`src/rtl/dpmem_pkg.sv`:
```
// Shared types and constants for the pipelined dual-port memory.
// Latency: n/a (declarations only).
// Backpressure: n/a.
package dpmem_pkg;

   // Clear-sweep controller states
   typedef enum logic {
      INIT = 1'b0,
      RUN  = 1'b1
   } state_t;

   // Granularity of the write byte enables
   localparam int BYTE_W = 8;

endpackage

```
`src/rtl/dpmem_init_seq.sv`:
```
// Clear-sweep sequencer: walks every address once after reset so the array starts zeroed.
// Latency: busy stays high for exactly DEPTH cycles after the last reset edge.
// Backpressure: none; the sweep cannot be stalled, the memory simply ignores users while busy.
module dpmem_init_seq
   import dpmem_pkg::*;
#(
   parameter int DEPTH      = 64,
   parameter int ADDR_WIDTH = $clog2(DEPTH)
) (
   input  logic                  clk,
   input  logic                  rst,
   output logic                  busy,
   output logic [ADDR_WIDTH-1:0] clr_addr,
   output logic                  clr_en
);

   localparam logic [ADDR_WIDTH-1:0] LAST_ADDR = ADDR_WIDTH'(DEPTH - 1);

   state_t                  state;
   logic [ADDR_WIDTH-1:0]   sweep_ptr;

   // Sweep FSM: one address per cycle in INIT, leave to RUN after the top address
   always_ff @(posedge clk) begin
      if (rst) begin
         state     <= INIT;
         sweep_ptr <= '0;
         busy      <= 1'b1;
      end else begin
         case (state)
            INIT: begin
               sweep_ptr <= sweep_ptr + 1'b1;
               if (sweep_ptr == LAST_ADDR) begin
                  state <= RUN;
                  busy  <= 1'b0;
               end
            end
            RUN: begin
               busy <= 1'b0;
            end
            default: begin
               state <= INIT;
               busy  <= 1'b1;
            end
         endcase
      end
   end

   // The array must not be touched while reset is held, even though busy is high
   assign clr_addr = sweep_ptr;
   assign clr_en   = busy & ~rst;

endmodule

```
`src/rtl/pipelined_dualport_mem.sv`:
```
// Simple dual-port RAM with byte-enabled writes, a self-clearing sweep after reset, and a pipelined read port.
// Latency: rd_en to rd_valid is READ_LATENCY (1 or 2) cycles; one read accepted per cycle.
// Backpressure: none; accesses during the clear sweep (init_busy=1) are dropped. Macro DPMEM_BYPASS_EN makes same-address read-during-write return new data.
module pipelined_dualport_mem
   import dpmem_pkg::*;
#(
   parameter  int DATA_WIDTH   = 32,
   parameter  int DEPTH        = 64,
   parameter  int READ_LATENCY = 1,
   localparam int ADDR_WIDTH   = $clog2(DEPTH),
   localparam int NBYTES       = DATA_WIDTH / BYTE_W
) (
   input  logic                  clk,
   input  logic                  rst,
   input  logic                  wr_en,
   input  logic [ADDR_WIDTH-1:0] wr_addr,
   input  logic [DATA_WIDTH-1:0] wr_data,
   input  logic [NBYTES-1:0]     wr_be,
   input  logic                  rd_en,
   input  logic [ADDR_WIDTH-1:0] rd_addr,
   output logic [DATA_WIDTH-1:0] rd_data,
   output logic                  rd_valid,
   output logic                  init_busy
);

   logic [DATA_WIDTH-1:0] mem [DEPTH];

   logic                  busy;
   logic [ADDR_WIDTH-1:0] clr_addr;
   logic                  clr_en;

   logic                  wr_accept;
   logic                  rd_accept;

   logic                  mem_we;
   logic [ADDR_WIDTH-1:0] mem_waddr;
   logic [DATA_WIDTH-1:0] mem_wdata;
   logic [NBYTES-1:0]     mem_be;

   logic [DATA_WIDTH-1:0] rd_word;

   logic [DATA_WIDTH-1:0] pipe_dat [READ_LATENCY];
   logic [READ_LATENCY-1:0] pipe_vld;

   dpmem_init_seq #(
      .DEPTH      (DEPTH),
      .ADDR_WIDTH (ADDR_WIDTH)
   ) u_init_seq (
      .clk      (clk),
      .rst      (rst),
      .busy     (busy),
      .clr_addr (clr_addr),
      .clr_en   (clr_en)
   );

   assign init_busy = busy;
   assign wr_accept = wr_en & ~busy & ~rst;
   assign rd_accept = rd_en & ~busy & ~rst;

   // Single write port shared between the clear sweep and user writes
   always_comb begin
      mem_we    = 1'b0;
      mem_waddr = wr_addr;
      mem_wdata = wr_data;
      mem_be    = wr_be;
      if (clr_en) begin
         mem_we    = 1'b1;
         mem_waddr = clr_addr;
         mem_wdata = '0;
         mem_be    = '1;
      end else if (wr_accept) begin
         mem_we    = 1'b1;
      end
   end

   // Byte-lane write into the storage array (no reset so it maps to block RAM)
   always_ff @(posedge clk) begin
      if (mem_we) begin
         for (int i = 0; i < NBYTES; i++) begin
            if (mem_be[i]) begin
               mem[mem_waddr][i*BYTE_W +: BYTE_W] <= mem_wdata[i*BYTE_W +: BYTE_W];
            end
         end
      end
   end

   // Read word feeding the first pipeline stage, optionally merged with a colliding write
   always_comb begin
      rd_word = mem[rd_addr];
`ifdef DPMEM_BYPASS_EN
      if (wr_accept && (wr_addr == rd_addr)) begin
         for (int i = 0; i < NBYTES; i++) begin
            if (wr_be[i]) begin
               rd_word[i*BYTE_W +: BYTE_W] = wr_data[i*BYTE_W +: BYTE_W];
            end
         end
      end
`endif
   end

   // Read pipeline: data stages only load when a valid read passes, so rd_data holds otherwise
   always_ff @(posedge clk) begin
      if (rst) begin
         pipe_vld <= '0;
         for (int k = 0; k < READ_LATENCY; k++) begin
            pipe_dat[k] <= '0;
         end
      end else begin
         pipe_vld[0] <= rd_accept;
         if (rd_accept) begin
            pipe_dat[0] <= rd_word;
         end
         for (int k = 1; k < READ_LATENCY; k++) begin
            pipe_vld[k] <= pipe_vld[k-1];
            if (pipe_vld[k-1]) begin
               pipe_dat[k] <= pipe_dat[k-1];
            end
         end
      end
   end

   // A read landing in the same cycle reset is asserted is discarded, not reported
   assign rd_data  = pipe_dat[READ_LATENCY-1];
   assign rd_valid = pipe_vld[READ_LATENCY-1] & ~rst;

endmodule

```
`config.mk`:
```
export PLATFORM = sky130hd
export DESIGN_NAME = pipelined_dualport_mem
export DESIGN_NICKNAME = d
export VERILOG_FILES = /design/src/rtl/dpmem_pkg.sv /design/src/rtl/dpmem_init_seq.sv /design/src/rtl/pipelined_dualport_mem.sv
export SDC_FILE = /design/constraint.sdc
export NUM_CORES = 2
export LEC_CHECK = 0
export ABC_AREA = 0
export ABC_CLOCK_PERIOD_IN_PS = 3250
export BUFFER_PORTS_ARGS = -buffer_cell sky130_fd_sc_hd__buf_2
export CAP_MARGIN = 20
export CORE_MARGIN = 4
export CORE_UTILIZATION = 60
export CTS_CLUSTER_SIZE = 10
export DETAILED_ROUTE_END_ITERATION = 8
export PLACE_DENSITY_LB_ADDON = 0.3
export SYNTH_ARGS = -nofsm -noshare
export SYNTH_HDL_FRONTEND = slang
export SYNTH_SLANG_ARGS = --single-unit
```
`constraint.sdc`:
```
create_clock -name clk -period 3.25 [get_ports clk]
set_input_delay 0.1625 -clock clk [delete_from_list [all_inputs] [get_ports clk]]
set_output_delay 0.1625 -clock clk [all_outputs]
set_load 0.02 [all_outputs]
```
Yosys cells after proc, flatten, opt, wreduce, memory -nomap -nowiden
Memory sizes are Yosys's and may differ from the RTL's.
Cells that the tools add are included.
{"block": "classes", "n_eq_ne": 2, "reduce_logical": 1, "n_bitwise": 9, "mux": 28, "addsub": 1}
{"op": "2-to-1 mux 32 bit", "n": 2}
{"op": "OR reduction 32 bit", "n": 1}
{"op": "2-to-1 mux 1 bit", "n": 23}
{"op": "adder 6 x 1 -> 6 bit (second input constant)", "n": 1}
{"op": "bitwise AND 1 bit", "n": 6}
{"op": "equality test 6 bit (second input constant)", "n": 1}
{"op": "2-to-1 mux 6 bit", "n": 1}
{"op": "2-to-1 mux 4 bit", "n": 1}
{"op": "NOT 1 bit", "n": 3}
{"op": "!= test 2 x 1 -> 1 bit (second input constant)", "n": 1}
{"op": "one-hot mux 1 bit (2 select lines)", "n": 1}
{"block": "word_totals", "output_inout_bits": 34, "register_bits": 9, "n_memories": 2, "in_bits": 52, "ramBits": 2080, "wordCells": 47}
{"memory": "mem", "words": 64, "word_bits": 32, "read_ports": 1, "rd_clocked_by_memory_dff": 0, "wr": 1, "line": "pipelined_dualport_mem.sv:26", "source": "logic [DATA_WIDTH-1:0] mem [DEPTH];"}
{"memory": "pipe_dat", "words": 1, "word_bits": 32, "read_ports": 1, "rd_clocked_by_memory_dff": 0, "wr": 1, "line": "pipelined_dualport_mem.sv:42", "source": "logic [DATA_WIDTH-1:0] pipe_dat [READ_LATENCY];"}

Logic depth before layout (Yosys ltp)
{"block": "depth", "ltp_word": 8, "depth_mapped": 11, "mapped_depth_nobuf": 6}

By module
From an unflattened synthesis, not the netlist that was laid out.
{"block": "unflattened", "hier_cells": 3737, "hier_area_um2": 81474.4}
{"mod": "pipelined_dualport_mem", "cells_per_inst": 3703, "n_inst": 1, "seq_area_each_um2": 62479.9, "area_each_um2": 81145.3}
{"mod": "dpmem_init_seq", "cells_per_inst": 34, "n_inst": 1, "seq_area_each_um2": 160.2, "area_each_um2": 329.1}

Least setup slack after synthesis
Ideal clock, no wire load.
{"block": "synth_path", "path_type": "register to register", "start": "reg u_init_seq.busy", "end": "mem mem[0][10] (data pin)", "setup_slack_ns": 0.590, "setup_ns": 0.367, "arrival_ns": 2.292, "n_path_buf": 4, "required_time_ns": 2.883, "stages_incl_launch_ff": 7, "period_less_slack_ns": 2.660, "path_cell_list": "dfxtp_1 -> clkbuf_1 -> nand2b_1 -> buf_2 -> buf_2 -> clkbuf_1 -> and2_1"}
{"block": "synth_via", "elab_chain_cells": 2}
{"item": "start: declaration", "line": "dpmem_init_seq.sv:12", "source": "output logic busy,"}
{"item": "start signal: assignment", "line": "dpmem_init_seq.sv:27", "source": "busy <= 1'b1;"}
{"item": "start signal: assignment", "line": "dpmem_init_seq.sv:34", "source": "busy <= 1'b0;"}
{"item": "start signal: assignment", "line": "dpmem_init_seq.sv:38", "source": "busy <= 1'b0;"}
{"item": "bitwise AND 1 bit", "line": "dpmem_init_seq.sv:50", "source": "assign clr_en = busy & ~rst;"}
{"item": "2-to-1 mux 32 bit", "line": "pipelined_dualport_mem.sv:66", "source": "if (clr_en) begin"}
{"item": "net mem_wdata[10]", "line": "pipelined_dualport_mem.sv:37", "source": "logic [DATA_WIDTH-1:0] mem_wdata;"}
{"item": "end: declaration", "line": "pipelined_dualport_mem.sv:26"}
The timed path passes the listed nets, and every way through them passes these cells.

Final worst setup path
{"block": "layout_path", "start": "reg u_init_seq.busy", "end": "mem mem[14][19] (enable)"}
{"block": "layout_via", "elab_chain_cells": 7, "word_cells_on_any_way": 11, "cone_classes": "mux: 7; bitwise: 4"}
{"item": "NOT 1 bit", "line": "pipelined_dualport_mem.sv:57", "source": "assign wr_accept = wr_en & ~busy & ~rst;"}
{"item": "bitwise AND 1 bit (2 in series)", "line": "pipelined_dualport_mem.sv:57"}
{"item": "2-to-1 mux 1 bit", "line": "pipelined_dualport_mem.sv:71", "source": "end else if (wr_accept) begin"}
{"item": "2-to-1 mux 1 bit", "line": "pipelined_dualport_mem.sv:66"}
{"item": "2-to-1 mux 1 bit", "line": "pipelined_dualport_mem.sv:78", "source": "if (mem_we) begin"}
{"item": "2-to-1 mux 1 bit (not written as such)", "line": "pipelined_dualport_mem.sv:81", "source": "mem[mem_waddr][i*BYTE_W +: BYTE_W] <= mem_wdata[i*BYTE_W +: BYTE_W];"}
Several ways; a longest one is shown, not always the timed one.

==> flow_summary.toml <==
[clock_tree]
cts_made_buffers = 227
post_cts_sizing = 0
post-cts-setup-buffer-count = 0
clkTransAtPathRegs_ns = 0.06
ctsRootBufferMaster = "clkbuf_16"
tritoncts = "built"
clock_latency_ns = 0.87
tritoncts_num_sinks = 2089
ctsLongestPathBuffers = 3
cts-htree-levels = 4

[synth]
cell_types_with_the_largest_area_share_after_synthesis = "edfxtp_1 77%, mux4_2 15%, mux2i_1 1.5%, nor2_1 1.4%, nand2_1 0.61%"
asyncSetResetFlopFracSynth = 0
syn_area_um2 = 81300
number_of_warnings_reported_in_the_yosys_synthesis_log = 0
number_of_flops_mapped_to_enable_cells_by_yosys = 2080
synth_largest_type_area_fraction = 0.768
synthesis.nets = 3797
distinct_cells_synth = 59
synth.largest_area_cell = "edfxtp_1"
synth-seq-cells = 2089
avg_cell_area_syn_um2 = 21.7
ys.flop_type = "edfxtp_1"
synth.yosys.seq_area_share = 0.770
synthCells = 3744

[power]
seq_power_share = 0.542
sw_frac_of_total = 0.211
worst_ir_drop_vdd_uv = 516
power.internal_w = 0.0435
power.density_cell_area_nw_per_um2 = 592
share_comb_of_total_power = 0.055
p_leak_nw = 30.5
total_switching_power_w = 0.0116
power.share.clock = 0.403

[floorplan]
floorplan.initialDensity = 0.607
die_area_um2 = 141000
core_area_um2 = 134000
dieHeight_um = 376
rows = 134
die_w_um = 376
io_pins = 86

[route]
mean_routed_wirelength_per_cell_um = 34.0
number_of_iterations_in_the_first_detailed_routing_pass = 7
vias = 42000
vias_per_cell = 6.82
routed_wirelength_um = 209000
postRouteAntennaNets = 0
drt_first_iter_violations = 6926
drc = 0

[sta]
slew_headroom = 0.334
timing.clock.skew_ns = 0.0627
final_period_minus_worst_setup_slack_ns = 3.20
grt_setup_unrepaired = "no"
final_min_period_over_clock_period = 0.984
fmaxAchievable_mhz = 313
tightestPinTransition_ns = 0.996
setup_viol = 0
finalSetupTns_ns = 0
timing_max_transition_violations_final = 0
finalHoldViolCount = 0

[place]
placer_congestion = 0.901
place_area_um2 = 86900
detailedPlacementHpwl_um = 132000
io_buffer_count = 85

[run_status]
status = "complete, no violations"

[run]
maxCapViolCount = 0

[grt]
global_route.usage.total = 0.302
first_global_vias = 42600
grt_start_max_net_pins = 65
antenna_found_initial = 11
grt_pass1_wl_um = 305000
globalRoute.totalOverflow = 0

[finish]
total_number_of_nets_in_the_final_design = 4385
multiInputGateArea_um2 = 17600
most-common-layout-cells = "2080 x edfxtp_1, 540 x mux4_2, 426 x buf_4, 297 x nor2_1, 229 x clkbuf_16"
area.sequential_um2 = 62600
final_layout_size_suffix_gt1_frac = 0.324
area.growth.synth_to_final_pct = 14.6
layout.cells.most_common = "edfxtp_1"
postLayoutCoreUtil = 0.695
fillerInstances = 7779
finish.instance_area_um2 = 93100

[setup_path]
worst_setup_path_start_kind = "register"
worst-setup-path-type = "register to register"
worst_ep_arrival_time_ns = 3.73
critPathMaxFanout = 10
crit_path_end_kind = "register"
critical_path_required_ns = 3.79

[worst_hold_path]
worstHoldPathType = "input port to register"
metal layers:
| metal | track usage | wire [µm] |
|---|---|---|
| met3 | 0.0866 | 28100 |
| met2 | 0.455 | 97700 |
| met4 | 0.117 | 9200 |
| met1 | 0.428 | 74200 |
| met5 | 0 | 23 |
timing repair:
| item | in CTS | in global routing |
|---|---|---|
| setup endpoints to repair | 0 | 0 |
| hold endpoints to repair | 258 | 0 |
| hold buffers | 10 | 0 |
cells in the mapped netlist, drive strengths merged (5+ instances only):
cell    instances
dfxtp           9
inv             5
a22oi          21
buf           136
a31oi          10
edfxtp       2080
o211ai         14
nand3          21
nor3            8
a211oi         19
mux4          540
o21ai          33
nor2          301
nand2         132
o221ai         10
and2           38
clkbuf         64
nand2b         13
and3            6
nor2b          13
o22ai          22
a21oi          25
mux2i         119
a221oi          7
mux2           41
final timing paths:
path              slack [ns]                           startpoint                                   to  depth (start not counted)
hold / removal          0.06                           wr_data[5]                 mem[17][5]$_DFFE_PP_                          2
setup / recovery        0.05         u_init_seq.busy$_SDFFE_PP1P_                mem[14][19]$_DFFE_PP_                          6
hold reg to reg         0.58  u_init_seq.clr_addr[5]$_SDFFE_PP0N_  u_init_seq.clr_addr[5]$_SDFFE_PP0N_                          2
setup reg to reg        0.05         u_init_seq.busy$_SDFFE_PP1P_                mem[14][19]$_DFFE_PP_                          6
registers in the layout (all words and copies together) (netlist names):
signal               cells
u_init_seq.clr_addr      6
pipe_vld                 1
u_init_seq.state         1
pipe_dat                32
u_init_seq.busy          1
mem                   2048
critical path, stage by stage (launching register included):
cell	delay (ns)
dfxtp_1	0.32
nand2b_2	0.25
mux2_2	0.39
nor2_1	0.76
nand2_1	0.60
nor2_1	0.31
buf_4	0.25
power by group through the flow:
stage	sequential, W	combinational [W]	clock [W]
6_report	0.0299	0.00301	0.0222
5_1_grt	0.0299	0.00314	0.0236
4_1_cts	0.0299	0.00298	0.0224
3_5_place_dp	0.0304	0.00295	0
3_3_place_gp	0.0304	0.00291	0
2_1_floorplan	0.0304	0.00171	0
cell type report:
type | instances | area share
Sequential cell | 2089 | 0.673
Multi-Input combinational cell | 1449 | 0.189
Clock buffer | 270 | 0.0632
Timing Repair Buffer | 559 | 0.0486
Tap cell | 1768 | 0.0237
Clock inverter | 15 | 0.00242
Inverter | 6 | 0.000269
Antenna cell | 5 | 0.000134
kinds of logic after synthesis:
| kind of cell | Yosys count | synth area share |
|---|---|---|
| AND/OR/NAND/NOR | 550 | 0.0288 |
| adder cells (fa/ha/maj) | 1 | 0.000154 |
| buffers and inverters | 206 | 0.0139 |
| XOR/XNOR | 4 | 0.000431 |
| multiplexers | 700 | 0.170 |
| AO/OA/AOI/OAI | 194 | 0.0164 |
| flip-flops | 2089 | 0.770 |
metrics by stage:
stage / hold slack (ns) / cells / setup WS [ns] / total power (W)
2_1_floorplan: 0.477 / 3744 / 0.590 / 0.0321
3_3_place_gp: 0.539 / 5861 / 0.208 / 0.0333
3_5_place_dp: 0.552 / 5861 / 0.0994 / 0.0334
4_1_cts: 0.00656 / 6156 / 0.226 / 0.0553
5_1_grt: 0.0404 / 6156 / 0.103 / 0.0566
6_report: 0.0627 / 6161 / 0.0504 / 0.0551
(Power assumes the default switching activity.)
